===== src/rtl/maxpool_frame_ctrl.sv =====
`default_nettype none
// =============================================================================
// Module   : maxpool_frame_ctrl
// Function : Frame sequencer for the 2x2 binary max-pool line buffer; tracks
//            raster position and tags pooled outputs with their coordinates.
//            Optional abort input enabled by MAXPOOL_FRAME_CTRL_ABORT_EN.
// Revision : 1.0 - initial release
// =============================================================================
module maxpool_frame_ctrl #(
    parameter int W  = 30,
    parameter int H  = 30,
    parameter int CW = 5,
    parameter int RW = 5
) (
    input  logic          iCLK,
    input  logic          iRSTn,
    input  logic          iSTART,
    input  logic          iVALID,
`ifdef MAXPOOL_FRAME_CTRL_ABORT_EN
    input  logic          iABORT,
`endif
    output logic          oREADY,
    output logic          oEN,
    output logic          oCLR,
    output logic          oPOOL_VALID,
    input  logic          iOUT_READY,
    output logic [CW-1:0] oPCOL,
    output logic [RW-1:0] oPROW,
    output logic          oBUSY,
    output logic          oDONE
);

    typedef enum logic [2:0] {
        S_IDLE  = 3'd0,
        S_CLEAR = 3'd1,
        S_RUN   = 3'd2,
        S_DRAIN = 3'd3,
        S_DONE  = 3'd4
    } state_t;

    localparam logic [CW-1:0] c_colLast = CW'(W - 1);
    localparam logic [RW-1:0] c_rowLast = RW'(H - 1);

    state_t          r_state;
    state_t          w_next;
    logic [CW-1:0]   r_col;
    logic [RW-1:0]   r_row;
    logic            r_poolValid;
    logic [CW-1:0]   r_pcol;
    logic [RW-1:0]   r_prow;
    logic            w_abort;
    logic            w_ready;
    logic            w_accept;
    logic            w_lastPix;
    logic            w_poolSet;

`ifdef MAXPOOL_FRAME_CTRL_ABORT_EN
    assign w_abort = iABORT & (r_state != S_IDLE);
`else
    assign w_abort = 1'b0;
`endif

    // A slot is free when nothing is pending or the pending bit leaves this cycle
    assign w_ready   = (r_state == S_RUN) & ~w_abort & (~r_poolValid | iOUT_READY);
    assign w_accept  = iVALID & w_ready;
    assign w_lastPix = (r_col == c_colLast) & (r_row == c_rowLast);
    assign w_poolSet = w_accept & r_col[0] & r_row[0];

    assign oREADY      = w_ready;
    assign oEN         = w_accept;
    assign oPOOL_VALID = r_poolValid;
    assign oPCOL       = r_pcol;
    assign oPROW       = r_prow;
    assign oBUSY       = (r_state != S_IDLE);

    always_comb begin
        w_next = r_state;
        oCLR   = 1'b0;
        oDONE  = 1'b0;
        case (r_state)
            S_IDLE:  if (iSTART) w_next = S_CLEAR;
            S_CLEAR: begin
                oCLR   = 1'b1;
                w_next = S_RUN;
            end
            S_RUN:   if (w_accept && w_lastPix) w_next = S_DRAIN;
            // Leave as soon as the last pooled bit is gone or leaving this cycle
            S_DRAIN: if (!r_poolValid || iOUT_READY) w_next = S_DONE;
            S_DONE:  begin
                oDONE  = 1'b1;
                w_next = S_IDLE;
            end
            default: w_next = S_IDLE;
        endcase
        if (w_abort) begin
            w_next = S_IDLE;
            oCLR   = 1'b1;
            oDONE  = 1'b0;
        end
    end

    always_ff @(posedge iCLK or negedge iRSTn) begin
        if (!iRSTn) begin
            r_state     <= S_IDLE;
            r_col       <= '0;
            r_row       <= '0;
            r_poolValid <= 1'b0;
            r_pcol      <= '0;
            r_prow      <= '0;
        end else begin
            r_state <= w_next;
            if (w_abort) begin
                r_col       <= '0;
                r_row       <= '0;
                r_poolValid <= 1'b0;
            end else begin
                if (r_state == S_CLEAR) begin
                    r_col <= '0;
                    r_row <= '0;
                end else if (w_accept) begin
                    if (r_col == c_colLast) begin
                        r_col <= '0;
                        r_row <= r_row + 1'b1;
                    end else begin
                        r_col <= r_col + 1'b1;
                    end
                end
                // A new pooled result takes precedence over a simultaneous consume
                if (w_poolSet) begin
                    r_poolValid <= 1'b1;
                    r_pcol      <= {1'b0, r_col[CW-1:1]};
                    r_prow      <= {1'b0, r_row[RW-1:1]};
                end else if (r_poolValid && iOUT_READY) begin
                    r_poolValid <= 1'b0;
                end
            end
        end
    end

endmodule
`default_nettype wire

===== config.mk =====
export PLATFORM = sky130hd
export DESIGN_NAME = maxpool_frame_ctrl
export DESIGN_NICKNAME = d
export VERILOG_FILES = /design/src/rtl/maxpool_frame_ctrl.sv
export SDC_FILE = /design/constraint.sdc
export NUM_CORES = 1
export LEC_CHECK = 0
export CAP_MARGIN = 25
export CORE_MARGIN = 2
export CORE_UTILIZATION = 55
export DETAILED_ROUTE_END_ITERATION = 6
export GPL_TIMING_DRIVEN = 0
export PLACE_DENSITY = 0.95
export SLEW_MARGIN = 20
export SYNTH_ARGS = -nofsm -noshare
export SYNTH_HDL_FRONTEND = slang
export SYNTH_SLANG_ARGS = --single-unit

===== constraint.sdc =====
create_clock -name iCLK -period 3.2 [get_ports iCLK]
set_input_delay 0.32 -clock iCLK [delete_from_list [all_inputs] [get_ports iCLK]]
set_output_delay 0.32 -clock iCLK [all_outputs]
set_load 0.005 [all_outputs]

Word level (Yosys, flattened, before mapping)
Cells that the tools add are included.
- input port bits: 5
- logic and storage cells: 49
- output and inout port bits: 16
- bits in registers: 22
- bitwise operators: 7
- equality and inequality tests: 9
- add/subtract/negate cells: 2
- muxes and demuxes: 14
- reduce and logical (&&, ||, !) cells: 11
- operators by type and width (operator ; count):
    two-way mux 5 bit ; 6
    case mux 3 bit (4 select lines) ; 1
    adder 5 x 1 -> 5 bit (second input constant) ; 2
    == test 5 bit (second input constant) ; 2
    two-way mux 3 bit ; 3
    == test 3 x 2 -> 1 bit (second input constant) ; 2
    nonzero test 2 bit ; 3
    bitwise AND 1 bit ; 5
    two-way mux 1 bit ; 4
    inequality test 2 bit (second input constant) ; 2
    == test 3 x 1 -> 1 bit (second input constant) ; 1
    == test 3 bit (second input constant) ; 1
    zero test 3 bit ; 1
    AND reduction 3 bit ; 1
    nonzero test 3 bit ; 1
    logical AND 1 bit ; 2
    inequality test 2 x 1 -> 1 bit (second input constant) ; 1
    AND reduction 2 bit ; 1
    zero test 1 bit ; 1
    logical OR 1 bit ; 1
    inverter 1 bit ; 1
    bitwise OR 1 bit ; 1

Logic depth before layout (Yosys ltp)
- depth in word-level cells: 7
- mapped depth: 6
- mapped depth without buffers: 6

Worst setup path before layout
Ideal clock, no wire load.
- kind: flip-flop to flip-flop
- start: register r_state[2]
- end: register r_pcol[0] (netlist: oPCOL[0])
- data required time: 3.075 ns
- setup slack: 1.593 ns
- arrival time: 1.482 ns
- path buffers: 1
- period minus slack after synthesis: 1.607 ns
- cell stages (with the launch flop): 7
- library setup time: 0.125 ns
- cell sequence: dfrtp_1 > and2b_4 > nand3_4 > inv_4 > and3_4 > buf_6 > mux2_4
- longest elaborated chain between the ends: 5
- RTL lines (element ; RTL line ; text):
    from (decl) ; 44 ; state_t r_state;
    from (signal assigned) ; 111 ; r_state <= w_next;
    == test 3 x 2 -> 1 bit ; 64 ; assign w_ready = (r_state == S_RUN) & ~w_abort & (~r_poolValid | iOUT_READY);
    bitwise AND 1 bit ; 64 ;
    bitwise AND 1 bit ; 65 ; assign w_accept = iVALID & w_ready;
    via oEN ; 23 ; output logic oEN,
    bitwise AND 1 bit (2 in a row) ; 67 ; assign w_poolSet = w_accept & r_col[0] & r_row[0];
    to (signal assigned) ; 131 ; r_pcol <= {1'b0, r_col[CW-1:1]};
    to (decl) ; 49 ; logic [CW-1:0] r_pcol;
The timed path passes the listed nets, and every way through them passes these cells.
A chain may end at the register's enable or synchronous reset.

Worst setup path after layout
- start: register r_state[0]
- end: output port oCLR
- longest elaborated chain between the ends: 2
- RTL lines (element ; RTL line ; text):
    == test 3 x 1 -> 1 bit ; 80 ; case (r_state)
    two-way mux 1 bit ; 80 ;
    to (decl) ; 24 ; output logic oCLR,
Every way passes these cells.

==> run summary <==
Vias in the first global route = 838
Postcts setup bufs = 0
Post-Syn Area = 1156 µm²
Sequential area share after synthesis = 47.62%
Top cell type's share of synthesized area = 47.62%
CP endpoint kind = output port
Most frequent cell after synthesis = dfrtp_1
Worst-case clock buffer depth = 2
Fin nets = 134
R2R Path Start = r_state[2]$_DFFE_PN0P_
Total congestion overflow = 0
Synthesis-stage register bit count = 22
Core area = 1982 µm²
Post_cts resized = 0
Total power per unit cell area = 540.9 nW/µm²
F_max = 450.3 MHz
CP delay by family, top = buffers and inverters
CP Launch Point = r_state[0]$_DFFE_PN0P_
Clk root buf = clkbuf_4
Vias = 835
Final setup viols = 0
Area leader, netlist = dfrtp_1
Initial antenna violation count = 0
PortBufs = 18
Pre-CTS WS = 1.140 ns
HP Class = in -> async
Ys async rst share = 100.0%
Cell breakdown of the critical path = nor3b_1 > buf_4 > clkdlybuf4s50_1
Syn Inst Count = 100
Top Metal Used = met4
Worst R2R Path Depth = 6
Critical path's slowest cell = clkdlybuf4s50_1
Num rows = 16
Metal2 WL = 1.127 mm
Routed Wire Length = 2.123 mm
Synthesis Warnings = 0
Clk slew on worst S/H paths = 0.11 ns
Post-synth EDFFs = 0
Met1 WL = 902 µm
Num CTS Buffers = 3
Total Power = 0.0007580 W
Pin count of the biggest net entering global routing = 23
Final core utilization = 70.71%
Outcome = completed
H-tree levels = 1
Leak = 0.6338 nW
CP required = 2.88 ns
Initial DRT Pass Iterations = 4
Internal reg-to-reg setup slack = 1.43 ns
Max VDD drop = 0.0003545 V
First-pass GRT wire length = 3.712 mm
DRC viols = 0
DR iter-0 viols = 24
Post-synth top cells = dfrtp_1 (22), a21oi_1 (8), mux2_4 (8)
Period utilisation layout = 69.40%
Skew-Pair Late Insertion Delay = 0.30 ns
Clock sinks = 22
Slew Limit Fails = 0
Period minus WS final = 2.221 ns
CTS tree = built
Total GRT Usage = 19.74%
Fin. Hold Viols = 0
Synth Flop Type = dfrtp_1
Placer Congestion = 0.7563
Antenna Nets Post-Route = 0
Die area = 2485 µm²
RSZ-0062 raised after global routing = no
Die H = 49.85 µm
Critical path class = reg -> out
Area contributors post-synth = dfrtp_1 (48%), mux2_4 (10%), ha_1 (4.3%), a21oi_1 (3.5%), or3_1 (2.7%)
Worst r2r dst = oPCOL[2]$_DFFE_PN0P_
DIE WIDTH = 49.85 µm
CP peak stage delay = 0.51 ns
Wire per inst = 14.15 µm
Mean Syn Cell Area = 11.56 µm²
Clock Skews = 0.002689 ns
Max-Cap Viols = 0
Ports = 21
Ant. Diodes = 0
Layout area overhead = 21.21%
CP max FO = 10
Worst setup slack after layout = 0.9793 ns
Vias/cell = 5.567
Layout cell share with drive strength beyond 1 = 23.58%
Starting Density = 58.33%
Synth cell types = 35
Startpoint Class = flop
Setup_tns = 0 ns
Buffers and inverters on the worst path = 2
DP HPWL = 1.586 mm
Worst hold margin = 0.4841 ns
CP arrival = 1.90 ns
DR WL met3 = 51 µm
==> area by class of cell <==
| type | count | area [µm²] |
|---|---|---|
| repair buffers | 19 | 185.2 |
| well taps | 27 | 33.78 |
| multi-input cells | 71 | 558.0 |
| flip-flops and latches | 22 | 550.5 |
| inverters | 4 | 17.52 |
| fillers | 131 | 580.6 |
| plain buffers | 4 | 33.78 |
| clock buffers | 3 | 22.52 |
==> state kept, by name, indices dropped and copies added, names as in the netlist <==
name / cells
oPOOL_VALID: 1
oPROW: 4
r_row: 5
oPCOL: 4
r_col: 5
r_state: 3
==> stage by stage <==
stage | cells | instance area [µm²]
2_1_floorplan | 101 | 1160
5_1_grt | 150 | 1401
3_3_place_gp | 146 | 1374
3_5_place_dp | 146 | 1374
6_report | 150 | 1401
4_1_cts | 149 | 1396
==> cells by family (layout without fill, tap and decap cells) <==
group           count (synthesis)  count (layout)  share of synthesized area [%]
simple gates                   39              39                          23.48
flops                          22              22                          47.62
compound gates                 17              17                          8.658
mux                             8               8                          10.39
buf+inv                         8              30                          4.437
fa+ha+maj                       4               4                          4.329
other cells                     1               2                         0.3244
xor+xnor                        1               1                         0.7577
==> worst reg2reg max path: stages, from the launching register on <==
cell and delay, ns:
dfrtp_1 0.46, and2b_4 0.32, nand3_4 0.13, inv_4 0.10
and3_4 0.18, buf_6 0.16, mux2_4 0.31
==> metal layers <==
layer  vias to the layer above  track usage, %
met3                         5           1.818
met5                         -               0
met4                         0           9.722
met2                        19           35.11
li1                        399               -
met1                       412           23.71
==> cell usage in the layout, fill, tap and decap left out, types with 3 or more instances in the layout <==
cell / Yosys / layout
clkbuf_4: 0 / 3
nand3_1: 4 / 4
dfrtp_1: 22 / 22
a21oi_1: 8 / 8
nor2_1: 4 / 4
ha_1: 4 / 4
mux2_4: 8 / 8
buf_4: 3 / 3
clkdlybuf4s50_1: 0 / 17
or3_1: 5 / 5
nor3_1: 3 / 3
o21ai_0: 5 / 5
inv_1: 3 / 3
nand2_1: 5 / 5
==> worst max path at each step <==
stage | end | slack [ns] | cells past startpoint
6_report | oCLR | 0.98 | 3
5_1_grt | oCLR | 0.85 | 3
4_1_cts | oCLR | 0.97 | 3
3_5_place_dp | oEN | 1.14 | 5
3_3_place_gp | oEN | 1.18 | 5
2_1_floorplan | oPCOL[0]$_DFFE_PN0P_ | 1.59 | 6
==> timing repair <==
item | CTS | global route
endpoints found under the hold margin | 0 | 22
hold buffers | 0 | 1
endpoints found under the setup margin | 0 | 0
==> report_power, final <==
| group | internal (W) | leakage (nW) | switching (W) |
|---|---|---|---|
| clock network | 0.0000440 | 0.0138 | 0.0000778 |
| registers | 0.000337 | 0.289 | 0.0000670 |
| logic | 0.000144 | 0.331 | 0.0000889 |
Power figures use the tool's default switching activity.
